File: src/rtl/inst_fetch_queue_pkg.sv
// rtl/inst_fetch_queue_pkg.sv - shared widths and queue entry type for the instruction fetch queue
package inst_fetch_queue_pkg;
  localparam int INST_W     = 32;
  localparam int ADDR_W     = 32;
  localparam int WORD_BYTES = 4;
  localparam logic [INST_W-1:0] NOP = 32'h0000_0000;

  typedef struct packed {
    logic [ADDR_W-1:0] pc;
    logic [INST_W-1:0] inst;
  } ifq_entry_t;
endpackage

File: src/rtl/inst_fetch_queue_fifo.sv
// rtl/inst_fetch_queue_fifo.sv - DEPTH-entry circular buffer of {pc, inst} with push/pop/flush
module inst_fetch_queue_fifo
  import inst_fetch_queue_pkg::*;
#(
  parameter int DEPTH = 4
) (
  input  logic       clk,
  input  logic       nrst,
  input  logic       push,
  input  logic       pop,
  input  logic       flush,
  input  ifq_entry_t wdata,
  output ifq_entry_t rdata,
  output logic       full,
  output logic       empty
);
  localparam int PW = $clog2(DEPTH);
  localparam logic [PW:0] FULL_CNT = DEPTH[PW:0];

  ifq_entry_t      mem [DEPTH];
  logic [PW-1:0]   wr_ptr;
  logic [PW-1:0]   rd_ptr;
  logic [PW:0]     count;

  // Pointers wrap naturally because DEPTH is a power of two
  always_ff @(posedge clk or negedge nrst) begin
    if (!nrst) begin
      wr_ptr <= '0;
      rd_ptr <= '0;
      count  <= '0;
    end else if (flush) begin
      wr_ptr <= '0;
      rd_ptr <= '0;
      count  <= '0;
    end else begin
      if (push) wr_ptr <= wr_ptr + 1'b1;
      if (pop)  rd_ptr <= rd_ptr + 1'b1;
      case ({push, pop})
        2'b10:   count <= count + 1'b1;
        2'b01:   count <= count - 1'b1;
        default: count <= count;
      endcase
    end
  end

  always_ff @(posedge clk) begin
    if (push && !flush) mem[wr_ptr] <= wdata;
  end

  assign rdata = mem[rd_ptr];
  assign full  = (count == FULL_CNT);
  assign empty = (count == '0);
endmodule

File: src/rtl/inst_fetch_queue.sv
// rtl/inst_fetch_queue.sv - PC walker and ROM read initiator feeding an in-order instruction queue
// Optional zero-latency empty-queue bypass enabled by defining IFQ_BYPASS_EN.
module inst_fetch_queue
  import inst_fetch_queue_pkg::*;
#(
  parameter int                DEPTH    = 4,
  parameter logic [ADDR_W-1:0] RESET_PC = 32'd0,
  parameter logic [ADDR_W-1:0] PC_LIMIT = 32'd100
) (
  input  logic              clk,
  input  logic              nrst,
  output logic              nrd,
  output logic [ADDR_W-1:0] romAddr,
  input  logic [INST_W-1:0] romData,
  input  logic              redirect,
  input  logic [ADDR_W-1:0] redirectPc,
  output logic              instValid,
  output logic [INST_W-1:0] instOut,
  output logic [ADDR_W-1:0] instPc,
  input  logic              instReady,
  output logic              fetchIdle
);
  logic [ADDR_W-1:0] pc;
  logic [ADDR_W-1:0] pc_inc;
  ifq_entry_t        head;
  logic              full;
  logic              empty;
  logic              fifo_pop;
  logic              fetch_en;
  logic              push;

  assign pc_inc    = pc + ADDR_W'(WORD_BYTES);
  assign fetchIdle = (pc_inc > PC_LIMIT);

  // A pop during redirect is dropped: the flush discards the head anyway
  assign fifo_pop = !empty && instReady && !redirect;
  assign fetch_en = nrst && !redirect && !fetchIdle && (!full || fifo_pop);
  assign nrd      = !fetch_en;
  assign romAddr  = nrst ? pc : '0;

  always_ff @(posedge clk or negedge nrst) begin
    if (!nrst)          pc <= RESET_PC;
    else if (redirect)  pc <= redirectPc & ~ADDR_W'(3);
    else if (fetch_en)  pc <= pc_inc;
  end

`ifdef IFQ_BYPASS_EN
  logic bypass;
  assign bypass    = empty && fetch_en;
  assign push      = fetch_en && !(bypass && instReady);
  assign instValid = !empty || bypass;
  assign instOut   = !empty ? head.inst : (bypass ? romData : NOP);
  assign instPc    = !empty ? head.pc   : (bypass ? pc : '0);
`else
  assign push      = fetch_en;
  assign instValid = !empty;
  assign instOut   = empty ? NOP : head.inst;
  assign instPc    = empty ? '0  : head.pc;
`endif

  inst_fetch_queue_fifo #(.DEPTH(DEPTH)) u_fifo (
    .clk   (clk),
    .nrst  (nrst),
    .push  (push),
    .pop   (fifo_pop),
    .flush (redirect),
    .wdata ('{pc: pc, inst: romData}),
    .rdata (head),
    .full  (full),
    .empty (empty)
  );
endmodule

File: config.mk
export PLATFORM = sky130hd
export DESIGN_NAME = inst_fetch_queue
export DESIGN_NICKNAME = d
export VERILOG_FILES = /design/src/rtl/inst_fetch_queue_pkg.sv /design/src/rtl/inst_fetch_queue_fifo.sv /design/src/rtl/inst_fetch_queue.sv
export SDC_FILE = /design/constraint.sdc
export NUM_CORES = 1
export LEC_CHECK = 0
export CAP_MARGIN = 5
export CORE_MARGIN = 3
export CORE_UTILIZATION = 48
export DETAILED_ROUTE_END_ITERATION = 10
export DONT_BUFFER_PORTS = 1
export SYNTH_ARGS = -nofsm -noshare
export SYNTH_HDL_FRONTEND = slang
export SYNTH_SLANG_ARGS = --single-unit
File: constraint.sdc
create_clock -name clk -period 5.3 [get_ports clk]
set_input_delay 0.53 -clock clk [delete_from_list [all_inputs] [get_ports clk]]
set_output_delay 0.53 -clock clk [all_outputs]
set_load 0.005 [all_outputs]
=== Word level (Yosys, flattened, before mapping) ===
Memory sizes are Yosys's and may differ from the RTL's.
Index checks and enable logic that the tools add are counted.

* Add/sub/neg operators: 5
* Magnitude comparators: 1
* Equal/unequal tests: 3
* Mux-type cells: 13
* Reductions and logical operators: 16

{| class="wikitable"
|+ Operator list
! operator !! count
|-
| $mux 32 || 5
|-
| $add 32x3->32 const B || 1
|-
| $gt 32x7->1 const B || 1
|-
| $mux 2 || 4
|-
| $logic_and 1x1->1 || 6
|-
| $pmux 3 s2 || 1
|-
| $logic_not 1->1 || 5
|-
| $add 2x1->2 const B || 2
|-
| $reduce_bool 2->1 || 2
|-
| $add 3x1->3 const B || 1
|-
| $eq 3x3->1 const B || 1
|-
| $logic_not 3->1 || 1
|-
| $mux 3 || 1
|-
| $reduce_bool 3->1 || 1
|-
| $sub 3x1->3 const B || 1
|-
| $eq 2x1->1 const B || 1
|-
| $eq 2x2->1 const B || 1
|-
| $mux 1 || 2
|-
| $logic_or 1x1->1 || 1
|}

* Bits in registers: 39
* RAM bits: 256
* Bits of input ports: 68
* Output and inout port bits: 99
* Logic and storage cells: 43
* Memories: 1

{| class="wikitable"
|+ Memories
! memory !! words !! bits a word !! read ports !! clocked after Yosys merged registers in !! write ports !! RTL line !! source
|-
| u_fifo.mem || 4 || 64 || 1 || 0 || 1 || inst_fetch_queue_fifo.sv:20 || <nowiki>ifq_entry_t mem [DEPTH];</nowiki>
|}

=== Depth between registers and ports, before layout ===
Gate-level depths: netlist of run 1.

* Depth after elaboration: 9
* Mapped depth: 16
* Mapped depth without buffers: 16

=== Hierarchy ===
Synthesis of run 1 repeated with hierarchy kept, for this count alone.

* Cell total of the unflattened synthesis: 712
* Area total of the unflattened synthesis: 12,398.1 sq um

{| class="wikitable"
|+ By module, submodules not included
! module !! instances !! cells an instance !! area an instance (sq um) !! seq. area each (sq um)
|-
| inst_fetch_queue_fifo || 1 || 377 || 9,669.3 || 7,862.5
|-
| inst_fetch_queue || 1 || 335 || 2,728.9 || 750.7
|}

=== Worst setup path after synthesis of run 1 ===
OpenSTA, ideal clock, no wires.

* Path type: flip-flop to flip-flop
* Start: register pc[2]
* End: memory u_fifo.mem[0][0] (netlist name) (enable)
* Library setup time: 0.427 ns
* Arrival time: 4.271 ns
* Data required time: 4.873 ns
* Path slack: 0.603 ns
* Stages on the path, launching flop included: 11
* Buffers on the path: 1
* Period minus slack after synthesis: 4.697 ns
* Cells stage by stage: dfrtp_1 -> ha_1 -> nand3_2 -> or4_1 -> nor3_2 -> mux2_2 -> a21oi_1 -> or4_4 -> nor2_8 -> buf_2 -> and2_1

* Longest elaborated chain between the ends: 8

{| class="wikitable"
|+ RTL lines
! what !! RTL line !! source
|-
| from (decl) || inst_fetch_queue.sv:23 || <nowiki>logic [ADDR_W-1:0] pc;</nowiki>
|-
| from (signal assigned) || inst_fetch_queue.sv:43 || <nowiki>else if (redirect) pc <= redirectPc & ~ADDR_W'(3);</nowiki>
|-
| from (signal assigned) || inst_fetch_queue.sv:44 || <nowiki>else if (fetch_en) pc <= pc_inc;</nowiki>
|-
| $add 32x3->32 || inst_fetch_queue.sv:32 || <nowiki>assign pc_inc = pc + ADDR_W'(WORD_BYTES);</nowiki>
|-
| $gt 32x7->1 || inst_fetch_queue.sv:33 || <nowiki>assign fetchIdle = (pc_inc > PC_LIMIT);</nowiki>
|-
| $logic_not 1->1 || inst_fetch_queue.sv:37 || <nowiki>assign fetch_en = nrst && !redirect && !fetchIdle && (!full || fifo_pop);</nowiki>
|-
| $logic_and 1x1->1 (2 in series) || inst_fetch_queue.sv:37 ||
|-
| $logic_and 1x1->1 || inst_fetch_queue_fifo.sv:47 || <nowiki>if (push && !flush) mem[wr_ptr] <= wdata;</nowiki>
|-
| $mux 1 || inst_fetch_queue_fifo.sv:47 ||
|-
| $mux 1 (not written as such) || inst_fetch_queue_fifo.sv:47 ||
|-
| to (decl) || inst_fetch_queue_fifo.sv:20 ||
|}

No other way between the ends.

=== Worst setup path after layout of run 1 ===
* Start: register pc[2]
* End: register u_fifo.count[2]

* Longest elaborated chain between the ends: 8
* Elaborated cells between the ends (all ways): 10
* Those cells by class: add/sub: 1; order compare: 1; eq/ne: 2; mux: 2; reduce/logical: 4

{| class="wikitable"
|+ RTL lines
! what !! RTL line !! source
|-
| $add 32x3->32 * || inst_fetch_queue.sv:32 ||
|-
| $gt 32x7->1 * || inst_fetch_queue.sv:33 ||
|-
| $logic_not 1->1 * || inst_fetch_queue.sv:37 ||
|-
| $logic_and 1x1->1 * (2 in series) || inst_fetch_queue.sv:37 ||
|-
| $eq 2x1->1 or $eq 2x2->1 (tied branches) || inst_fetch_queue_fifo.sv:38 || <nowiki>case ({push, pop})</nowiki>
|-
| $pmux 3 s2 || inst_fetch_queue_fifo.sv:38 ||
|-
| $mux 3 || inst_fetch_queue_fifo.sv:31 || <nowiki>end else if (flush) begin</nowiki>
|-
| to (signal assigned) || inst_fetch_queue_fifo.sv:39 || <nowiki>2'b10: count <= count + 1'b1;</nowiki>
|-
| to (signal assigned) || inst_fetch_queue_fifo.sv:40 || <nowiki>2'b01: count <= count - 1'b1;</nowiki>
|-
| to (signal assigned) || inst_fetch_queue_fifo.sv:41 || <nowiki>default: count <= count;</nowiki>
|-
| to (decl) || inst_fetch_queue_fifo.sv:23 || <nowiki>logic [PW:0] count;</nowiki>
|}

Every way passes the cells marked *; elsewhere a longest branch is shown, timed or not.
A chain may end at the register's enable or synchronous reset.

==> flow_metrics.py, run 1 <==
metrics = {
    "timing": {
        "tightest_slew_ns": 0.942,
        "setup_viol": 0,
        "timing.slew.headroom": 0.372,
        "setup_slack_ns": 0.802,
        "rsz0062_at_grt": "no",
        "final.period_utilization": 0.849,
        "whs_ns": 0.0665,
        "finClkSkew_ns": 0.0106,
        "timing.setup.tns_ns": 0,
        "maxSlewViolCount": 0,
        "timing.fmax_mhz": 222,
        "finalHoldViolations": 0,
        "layout_min_cycle_time_ns": 4.50,
    },
    "worst_setup_path": {
        "cp_data_arrival_time_ns": 4.90,
        "crit_chain": "ha_1 > nand3_2 > or4_1 > nor3_2 > mux2_2 > a21oi_1 > or4_4 > nor2_8 > inv_4 > nand2_1 > nor2_1 > fa_1 > nand2_1 > nor3_1 > mux2i_1 > nand3_1",
        "ff2ff_path_depth": 16,
        "cpPeakStageDelay_ns": 0.62,
        "crit_path_top_delay_cell": "or4_1",
        "setup.worst_path.start_class": "flop",
        "worst-path-buf-inv": 1,
        "cp.depth": 16,
        "r2r-end": "u_fifo.count[2]",
        "critPathCapture": "u_fifo.count[2]",
        "critPathTopFamily": "simple AND/OR/NAND/NOR gates",
        "critPathKind": "reg2reg",
        "critPathRequiredTime_ns": 5.70,
        "r2r_start": "pc[2]",
        "endpoint_kind": "flop",
        "cp_common_cell": "nand2_1",
        "critPathLaunch": "pc[2]",
        "worstPathMaxFanout": 35,
        "r2r_slack_ns": 0.80,
    },
    "placed_design": {
        "dp_hpwl_um": 14500,
        "placed_cell_area_um2": 12300,
        "dp_cells": 1005,
        "gp_congestion": 0.791,
        "port_buffers": 0,
        "pre_cts_ws_ns": 0.833,
    },
    "route": {
        "vias": 6153,
        "first_pass_iters": 5,
        "vias_per_cell": 5.82,
        "drtIter0Drc": 463,
        "wl_per_cell_um": 23.2,
        "postRouteAntennaNets": 0,
        "wl_um": 24600,
        "drc": 0,
    },
    "floorplanning": {
        "dieArea_um2": 26800,
        "dieWidth_um": 164,
        "rows": 57,
        "ios": 167,
        "die_y_um": 164,
        "core_um2": 24400,
        "initial_core_util": 0.490,
    },
    "finish": {
        "layout.cells.most_common_list": "edfxtp_1 (248), and2_1 (95), mux4_2 (62)",
        "diodes": 0,
        "nets": 791,
        "final_common_cell": "edfxtp_1",
        "finalNonFillerCells": 1057,
        "stdcell_area_um2": 13200,
        "drive_gt1_frac": 0.179,
        "area_growth_pct": 10.5,
    },
    "synthesis": {
        "syn_area_per_cell_um2": 16.8,
        "ys.warnings.count": 0,
        "yosysUniqueCellTypes": 62,
        "ys.flop_type": "edfxtp_1",
        "ys_seq_elements": 285,
        "yosysSeqAreaShare": 0.701,
        "synth_edf_count": 248,
        "synth_area_um2": 12000,
        "async_flop_share": 0.130,
        "syn_inst": 713,
    },
    "cts": {
        "htree_levels": 1,
        "cts_buffer_depth": 3,
        "path_clk_slew_ns": 0.06,
        "cts_tree": "yes",
        "cts_made_buffers": 29,
        "root_buffer": "clkbuf_16",
        "cts.sink_count": 285,
        "insertion_delay_ns": 0.53,
        "post-cts-setup-buffers": 0,
    },
    "power": {
        "powerDensity_nw_per_um2": 341,
        "p_leak_uw": 0.00437,
        "peakVddDrop_mv": 0.232,
    },
    "grt": {
        "grt_pass1_vias": 6363,
        "antenna_found_initial": 0,
        "grt_overflow": 0,
        "grt_use_total": 0.182,
        "grt_pass1_wl_um": 37300,
        "grt_max_degree": 67,
    },
    "hold_path": {
        "hp-class": "in2reg",
    },
    "outcome": {
        "status": "completed",
    },
    "run": {
        "maxCapViolations": 0,
    },
}
-- where the power goes --
part           switching, uW  total [uW]  internal [uW]  leakage (uW)
sequential              63.0        2530           2470       0.00269
clock                    791        1880           1090      0.000425
combinational           50.6        90.7           40.1       0.00126
-- worst min path at each step --
stage                     cells past startpoint          endpoint      from  slack (ns)
after floorplan                               0            pc[10]      nrst        0.23
after global placement                        0            pc[28]      nrst        0.24
after detailed placement                      0            pc[24]      nrst        0.24
after CTS                                     1  u_fifo.rd_ptr[0]  redirect        0.03
after global routing                          1  u_fifo.rd_ptr[0]  redirect        0.05
final                                         1  u_fifo.rd_ptr[0]  redirect        0.07
-- state kept, by name, summed over array words and instances, names as in the netlist --
register	count
pc	30
u_fifo.rd_ptr	2
u_fifo.mem	248
u_fifo.count	3
u_fifo.wr_ptr	2
-- Yosys cell counts, types with 2 or more instances --
library cell	n	share of area
nand3b_1	3	0.0019
edfxtp_1	248	0.62
nand4_1	5	0.0026
xnor2_1	2	0.0015
nor3_1	13	0.0054
nor4b_1	3	0.0022
nand3_2	2	0.0017
xor2_1	2	0.0015
or3_1	5	0.0026
o21ai_0	31	0.013
buf_4	5	0.0031
nor4_1	3	0.0016
o31a_1	2	0.0015
dfrtp_1	37	0.077
nor2_1	11	0.0035
and2_1	99	0.052
mux4_2	62	0.12
a221o_1	2	0.0017
a32o_1	2	0.0017
mux2_2	2	0.0019
a31oi_1	5	0.0026
clkbuf_1	29	0.0091
o22ai_1	3	0.0016
inv_1	10	0.0031
a31o_2	2	0.0015
or4_1	2	0.0013
buf_2	2	0.00084
nor2b_1	2	0.0010
mux2i_1	5	0.0042
nand3_1	10	0.0042
buf_1	6	0.0019
a21oi_1	4	0.0017
ha_1	8	0.0084
nand2_1	58	0.018
-- stage by stage --
| stage | utilization | power, uW |
|---|---|---|
| global route | 0.542 | 4660 |
| floorplan | - | 2630 |
| global placement | 0.505 | 2660 |
| finish | 0.542 | 4510 |
| detailed placement | 0.505 | 2660 |
| CTS | 0.542 | 4550 |
-- repair_timing --
action / in CTS / in global routing
hold endpoints to repair: 37 / 0
resized for setup: 0 / 0
hold buffers: 2 / 0
-- layout make-up --
type | instances | area [um2]
Timing Repair Buffer | 9 | 133
Multi-Input combinational cell | 377 | 3380
Inverter | 12 | 47.5
Clock buffer | 34 | 744
Tap cell | 324 | 405
Fill cell | 1969 | 11200
Clock inverter | 16 | 128
Sequential cell | 285 | 8380
-- cell families (layout without fill, tap and decap cells) --
| family | Yosys count | after routing | synth area share |
|---|---|---|---|
| XOR/XNOR | 4 | 4 | 0.00293 |
| multiplexers | 70 | 70 | 0.124 |
| adder cells (fa/ha/maj) | 9 | 9 | 0.0100 |
| other | 1 | 4 | 0.000314 |
| AND/OR/NAND/NOR | 227 | 227 | 0.109 |
| AO/OA/AOI/OAI | 63 | 63 | 0.0338 |
| buffers and inverters | 54 | 71 | 0.0189 |
| flip-flops | 285 | 285 | 0.701 |
-- per-layer routing --
layer / share of wire / GRT usage
met5: 0 / 0
met1: 0.41 / 0.240
met3: 0.083 / 0.0532
met2: 0.49 / 0.301
met4: 0.015 / 0.0450
Power figures use the tool's default switching activity.
==> run 2, diff against run 1 <==
==> constraint.sdc (replaced) <==
create_clock -name clk -period 4.5 [get_ports clk]
set_input_delay 0.45 -clock clk [delete_from_list [all_inputs] [get_ports clk]]
set_output_delay 0.45 -clock clk [all_outputs]
set_load 0.005 [all_outputs]
==> flow_metrics.py, run 2 (same netlist as run 1, synthesis figures left out) <==
metrics = {
    "floorplanning": {
        "dieArea_um2": 26800,
        "die_y_um": 164,
        "initial_core_util": 0.490,
        "rows": 57,
        "ios": 167,
        "core_um2": 24400,
        "dieWidth_um": 164,
    },
    "grt": {
        "grt_overflow": 0,
        "antenna_found_initial": 0,
        "grt_use_total": 0.189,
        "grt_max_degree": 67,
        "grt_pass1_wl_um": 38800,
        "grt_pass1_vias": 6617,
    },
    "placed_design": {
        "dp_hpwl_um": 15100,
        "dp_cells": 1019,
        "gp_congestion": 0.826,
        "port_buffers": 0,
        "pre_cts_ws_ns": 0.344,
    },
    "cts": {
        "cts_buffer_depth": 3,
        "cts_tree": "yes",
        "cts.sink_count": 285,
        "insertion_delay_ns": 0.53,
        "htree_levels": 1,
        "cts_made_buffers": 29,
        "ctsResizeCount": 0,
        "root_buffer": "clkbuf_16",
        "path_clk_slew_ns": 0.06,
    },
    "worst_setup_path": {
        "cp_common_cell": "nand2_1",
        "worstPathMaxFanout": 11,
        "critPathRequiredTime_ns": 4.90,
        "critPathCapture": "u_fifo.count[2]",
        "endpoint_kind": "flop",
        "setup.worst_path.start_class": "flop",
        "critPathKind": "reg2reg",
        "r2r-end": "u_fifo.count[2]",
        "cpPeakStageDelay_ns": 0.62,
        "ff2ff_path_depth": 16,
        "crit_path_top_delay_cell": "or4_1",
        "r2r_start": "pc[2]",
        "critPathLaunch": "pc[2]",
        "crit_chain": "ha_1 > nand3_2 > or4_1 > nor3_2 > mux2_2 > a21oi_1 > or4_4 > nor2_8 > inv_4 > nand2_1 > nor2_1 > fa_1 > nand2_1 > nor3_1 > mux2i_1 > nand3_1",
        "cp_data_arrival_time_ns": 4.60,
        "r2r_slack_ns": 0.29,
    },
    "finish": {
        "regMostFlops": "u_fifo.mem",
        "area_growth_pct": 15.3,
        "final_common_cell": "edfxtp_1",
        "finalNonFillerCells": 1109,
        "drive_gt1_frac": 0.191,
        "largest_register_ffs": 248,
        "top_regs": "u_fifo.mem: 248 flops, pc: 30 flops, u_fifo.count: 3 flops",
        "nets": 838,
        "final_util": 0.565,
        "fillCellCount": 1909,
        "layout.cells.most_common_list": "edfxtp_1 (248), and2_1 (95), mux4_2 (62)",
    },
    "timing": {
        "whs_ns": 0.0351,
        "setup_viol": 0,
        "finalHoldViolations": 0,
        "timing.setup.tns_ns": 0,
        "rsz0062_at_grt": "no",
        "timing.slew.headroom": 0.325,
        "layout_min_cycle_time_ns": 4.21,
        "maxSlewViolCount": 0,
        "setup_slack_ns": 0.292,
        "timing.fmax_mhz": 238,
        "final.period_utilization": 0.935,
        "tightest_slew_ns": 1.01,
        "finClkSkew_ns": 0.0105,
    },
    "route": {
        "postRouteAntennaNets": 0,
        "drtIter0Drc": 456,
        "drc": 0,
        "wl_um": 25000,
        "first_pass_iters": 5,
        "vias": 6339,
        "wl_per_cell_um": 22.5,
        "vias_per_cell": 5.72,
    },
    "power": {
        "powerDensity_nw_per_um2": 399,
        "p_leak_uw": 0.00464,
        "peakVddDrop_mv": 0.227,
    },
    "outcome": {
        "status": "completed",
    },
    "run": {
        "maxCapViolations": 0,
    },
    "hold_path": {
        "hp-class": "in2reg",
    },
}
==> run 2: how the worst min path moves through the flow <==
| stage | start | endpoint | slack, ns | cells past startpoint |
|---|---|---|---|---|
| floorplan | nrst | pc[10] | 0.15 | 0 |
| global placement | nrst | pc[26] | 0.16 | 0 |
| detailed placement | nrst | pc[30] | 0.16 | 0 |
| CTS | redirect | pc[27] | 0.004 | 1 |
| global route | redirect | pc[27] | 0.002 | 1 |
| finish | redirect | pc[14] | 0.04 | 1 |
==> run 2: final cells by class <==
class	count	area [um2]	area share
tap	324	405	0.0294
multi-input combinational	377	3380	0.245
sequential	285	8380	0.608
antenna	1	2.50	0.000182
clock inverter	13	145	0.0105
clock buffer	41	811	0.0588
inverter	12	47.5	0.00345
timing repair buffer	56	618	0.0448
==> run 2: what timing repair did <==
action                     CTS  global route
hold buffers                35             0
setup buffers                0             0
setup endpoints to repair    0             0
hold endpoints to repair   167             0
==> run 2: per-layer routing <==
| metal | GRT usage | up-vias | part of all wire |
|---|---|---|---|
| li1 | - | 2846 | - |
| met1 | 0.265 | 3239 | 0.42 |
| met2 | 0.306 | 211 | 0.49 |
| met3 | 0.0419 | 43 | 0.071 |
| met4 | 0.0434 | 0 | 0.019 |
| met5 | 0 | - | 0 |
==> run 2: worst max-delay path: cells and delay by family, from the launching register on <==
family	cells	cell delay (ns)
fa+ha+maj	2	0.79
mux	2	0.37
simple gates	10	2.21
compound gates	1	0.05
buf+inv	1	0.03
flops	1	0.59
==> run 2: where the power goes <==
| group | leakage (uW) | internal [uW] | switching [uW] |
|---|---|---|---|
| logic | 0.00148 | 70.9 | 83.3 |
| clock network | 0.000473 | 1420 | 939 |
| registers | 0.00269 | 2910 | 66.9 |
| total | 0.00464 | 4400 | 1090 |
==> run 2: per-stage QoR <==
step           cell area (um2)  total power (uW)
3_3_place_gp             12500              3130
2_1_floorplan            12000              3100
5_1_grt                  13800              5690
4_1_cts                  13800              5550
3_5_place_dp             12500              3140
6_report                 13800              5490
==> run 3, diff against run 2 <==
--- a/config.mk
+++ b/config.mk
@@ -12,4 +12,5 @@
 export DONT_BUFFER_PORTS = 1
 export SYNTH_ARGS = -nofsm -noshare
 export SYNTH_HDL_FRONTEND = slang
+export SYNTH_HIERARCHICAL = 1
 export SYNTH_SLANG_ARGS = --single-unit
==> flow_metrics.py, run 3 <==
metrics = {
    "outcome": {
        "status": "completed",
    },
    "route": {
        "wl_um": 25900,
        "postRouteAntennaNets": 0,
        "drc": 0,
        "vias": 6529,
        "wl_per_cell_um": 23.1,
        "vias_per_cell": 5.80,
        "drtIter0Drc": 573,
        "first_pass_iters": 5,
    },
    "run": {
        "maxCapViolations": 0,
    },
    "worst_setup_path": {
        "worst-path-buf-inv": 2,
        "cp_data_arrival_time_ns": 3.54,
        "critPathKind": "reg2out",
        "crit_chain": "nand4_1 > or4_1 > nor4_1 > xnor2_1 > o211ai_4 > nor4_4 > buf_4 > inv_1",
        "setup.worst_path.start_class": "flop",
        "endpoint_kind": "output pin",
        "critPathRequiredTime_ns": 4.05,
        "worstPathMaxFanout": 11,
        "r2r_slack_ns": 0.56,
        "critPathTopFamily": "simple AND/OR/NAND/NOR gates",
        "cpPeakStageDelay_ns": 0.65,
        "crit_path_top_delay_cell": "or4_1",
    },
    "synthesis": {
        "yosysTopAreaCell": "edfxtp_1",
        "ys.flop_type": "edfxtp_1",
        "syn_inst": 712,
        "synth_top_area_frac": 0.620,
        "synth_area_um2": 12400,
        "syn_area_per_cell_um2": 17.4,
        "yosysSeqAreaShare": 0.695,
        "yosysUniqueCellTypes": 57,
        "synth_edf_count": 256,
        "async_flop_share": 0.126,
        "ys_seq_elements": 293,
        "synth.most_common_cell": "edfxtp_1",
        "ys.warnings.count": 6,
        "yosys-top-cells-count": "edfxtp_1 (256), nor2b_1 (68), mux4_2 (64)",
        "synthTopCellsByArea": "edfxtp_1 (62%), mux4_2 (12%), dfrtp_1 (7.5%)",
    },
    "timing": {
        "timing.fmax_mhz": 251,
        "tightest_slew_ns": 1.02,
        "finClkSkew_ns": 0.00724,
        "whs_ns": 0.0391,
        "layout_min_cycle_time_ns": 3.99,
        "timing.setup.tns_ns": 0,
        "final.period_utilization": 0.886,
        "timing.slew.headroom": 0.322,
        "setup_viol": 0,
        "finalHoldViolations": 0,
        "rsz0062_at_grt": "no",
        "maxSlewViolCount": 0,
    },
    "grt": {
        "grtUsageMet3": 0.0392,
        "use_met1": 0.251,
        "grt_pass1_vias": 7067,
        "grt_pass1_wl_um": 41100,
        "busiest_layer": "met2",
        "antenna_found_initial": 0,
        "grt_overflow": 0,
        "grt_use_total": 0.188,
        "grt_max_degree": 66,
        "use_met2": 0.321,
    },
    "cts": {
        "cts_made_buffers": 31,
        "insertion_delay_ns": 0.53,
        "holdBufCountCts": 35,
        "path_clk_slew_ns": 0.06,
        "htree_levels": 1,
        "root_buffer": "clkbuf_16",
        "post-cts-setup-buffers": 0,
        "cts_buffer_depth": 3,
        "cts_tree": "yes",
        "cts.sink_count": 293,
        "ctsResizeCount": 0,
    },
    "power": {
        "clock_power_share": 0.440,
        "p_switching_uw": 1140,
        "p_leak_uw": 0.00467,
        "powerDensity_nw_per_um2": 406,
        "power.total_uw": 5800,
        "combinationalPowerShare": 0.033,
        "internal_power_uw": 4660,
        "peakVddDrop_mv": 0.286,
        "seqPwrFrac": 0.528,
        "swShare": 0.196,
    },
    "floorplanning": {
        "dieWidth_um": 167,
        "initial_core_util": 0.491,
        "rows": 58,
        "die_y_um": 167,
        "ios": 167,
        "core_um2": 25300,
        "dieArea_um2": 27800,
    },
    "placed_design": {
        "port_buffers": 0,
        "dp_hpwl_um": 15900,
        "placed_cell_area_um2": 12900,
        "gp_congestion": 0.834,
    },
    "finish": {
        "stdcell_area_um2": 14300,
        "largest_register_ffs": 256,
        "layout.cells.most_common_list": "edfxtp_1 (256), nor2b_1 (68), mux4_2 (64)",
        "final_common_cell": "edfxtp_1",
        "nets": 849,
        "top_regs": "u_fifo/mem: 256 flops, pc: 30 flops, u_fifo/count: 3 flops",
        "regMostFlops": "u_fifo/mem",
        "area_growth_pct": 15.1,
        "diodes": 0,
        "drive_gt1_frac": 0.200,
    },
    "hold_path": {
        "hp-class": "in2reg",
    },
}
run 3: changes by cell type after synthesis, sizes merged, moves of 5 or more:
cell,change
a22o,+19
and2,-62
and4,+5
buf,+9
clkbuf,-10
edfxtp,+8
inv,+7
nand2,-36
nand4,+5
nor2b,+66
o21ai,-23
xnor2,+8
run 3: routing by layer:
layer	routed length, um	up-vias
met5	0	-
met4	614	0
met3	1590	41
met2	13200	247
met1	10500	3348
li1	-	2893
run 3: worst paths after layout:
path,start,endpoint,cells after the start
setup / recovery,pc[14],nrd,8
hold / removal,redirect,pc[24],1
setup reg to reg,pc[14],u_fifo/count[2],11
hold reg to reg,u_fifo/wr_ptr[1],u_fifo/wr_ptr[1],2
max in group asynchronous,nrst,u_fifo/rd_ptr[1],2
min in group asynchronous,nrst,pc[17],2
run 3: final cells by class:
class                           instances  area, um2
Multi-Input combinational cell        369       3530
Sequential cell                       293       8620
Clock inverter                         20        223
Timing Repair Buffer                   59        591
Inverter                               18       67.6
Tap cell                              330        413
Clock buffer                           36        825
Fill cell                            1926      11000
run 3: per-stage QoR:
| step | utilization | setup WS [ns] | cells |
|---|---|---|---|
| CTS | 0.565 | 0.489 | 1125 |
| finish | 0.565 | 0.515 | 1125 |
| detailed placement | 0.509 | 0.599 | 1034 |
| global route | 0.565 | 0.155 | 1125 |
| global placement | 0.509 | 0.687 | 1034 |
| floorplan | - | 0.329 | 721 |
run 3: cell families (layout without fill, tap and decap cells):
kind of cell / after synthesis / in the layout / synth area share
compound gates: 60 / 60 / 0.0397
fa+ha+maj: 9 / 9 / 0.00969
xor+xnor: 13 / 13 / 0.00918
other cells: 1 / 10 / 0.000302
simple gates: 209 / 209 / 0.102
buf+inv: 59 / 133 / 0.0244
flops: 293 / 293 / 0.695
mux: 68 / 68 / 0.120
run 3: power by group through the flow:
stage	Clock [uW]	Combinational (uW)	Sequential, uW
2_1_floorplan	0	110	3090
3_3_place_gp	0	139	3110
3_5_place_dp	0	142	3120
4_1_cts	2610	191	3060
5_1_grt	2730	210	3060
6_report	2550	190	3060
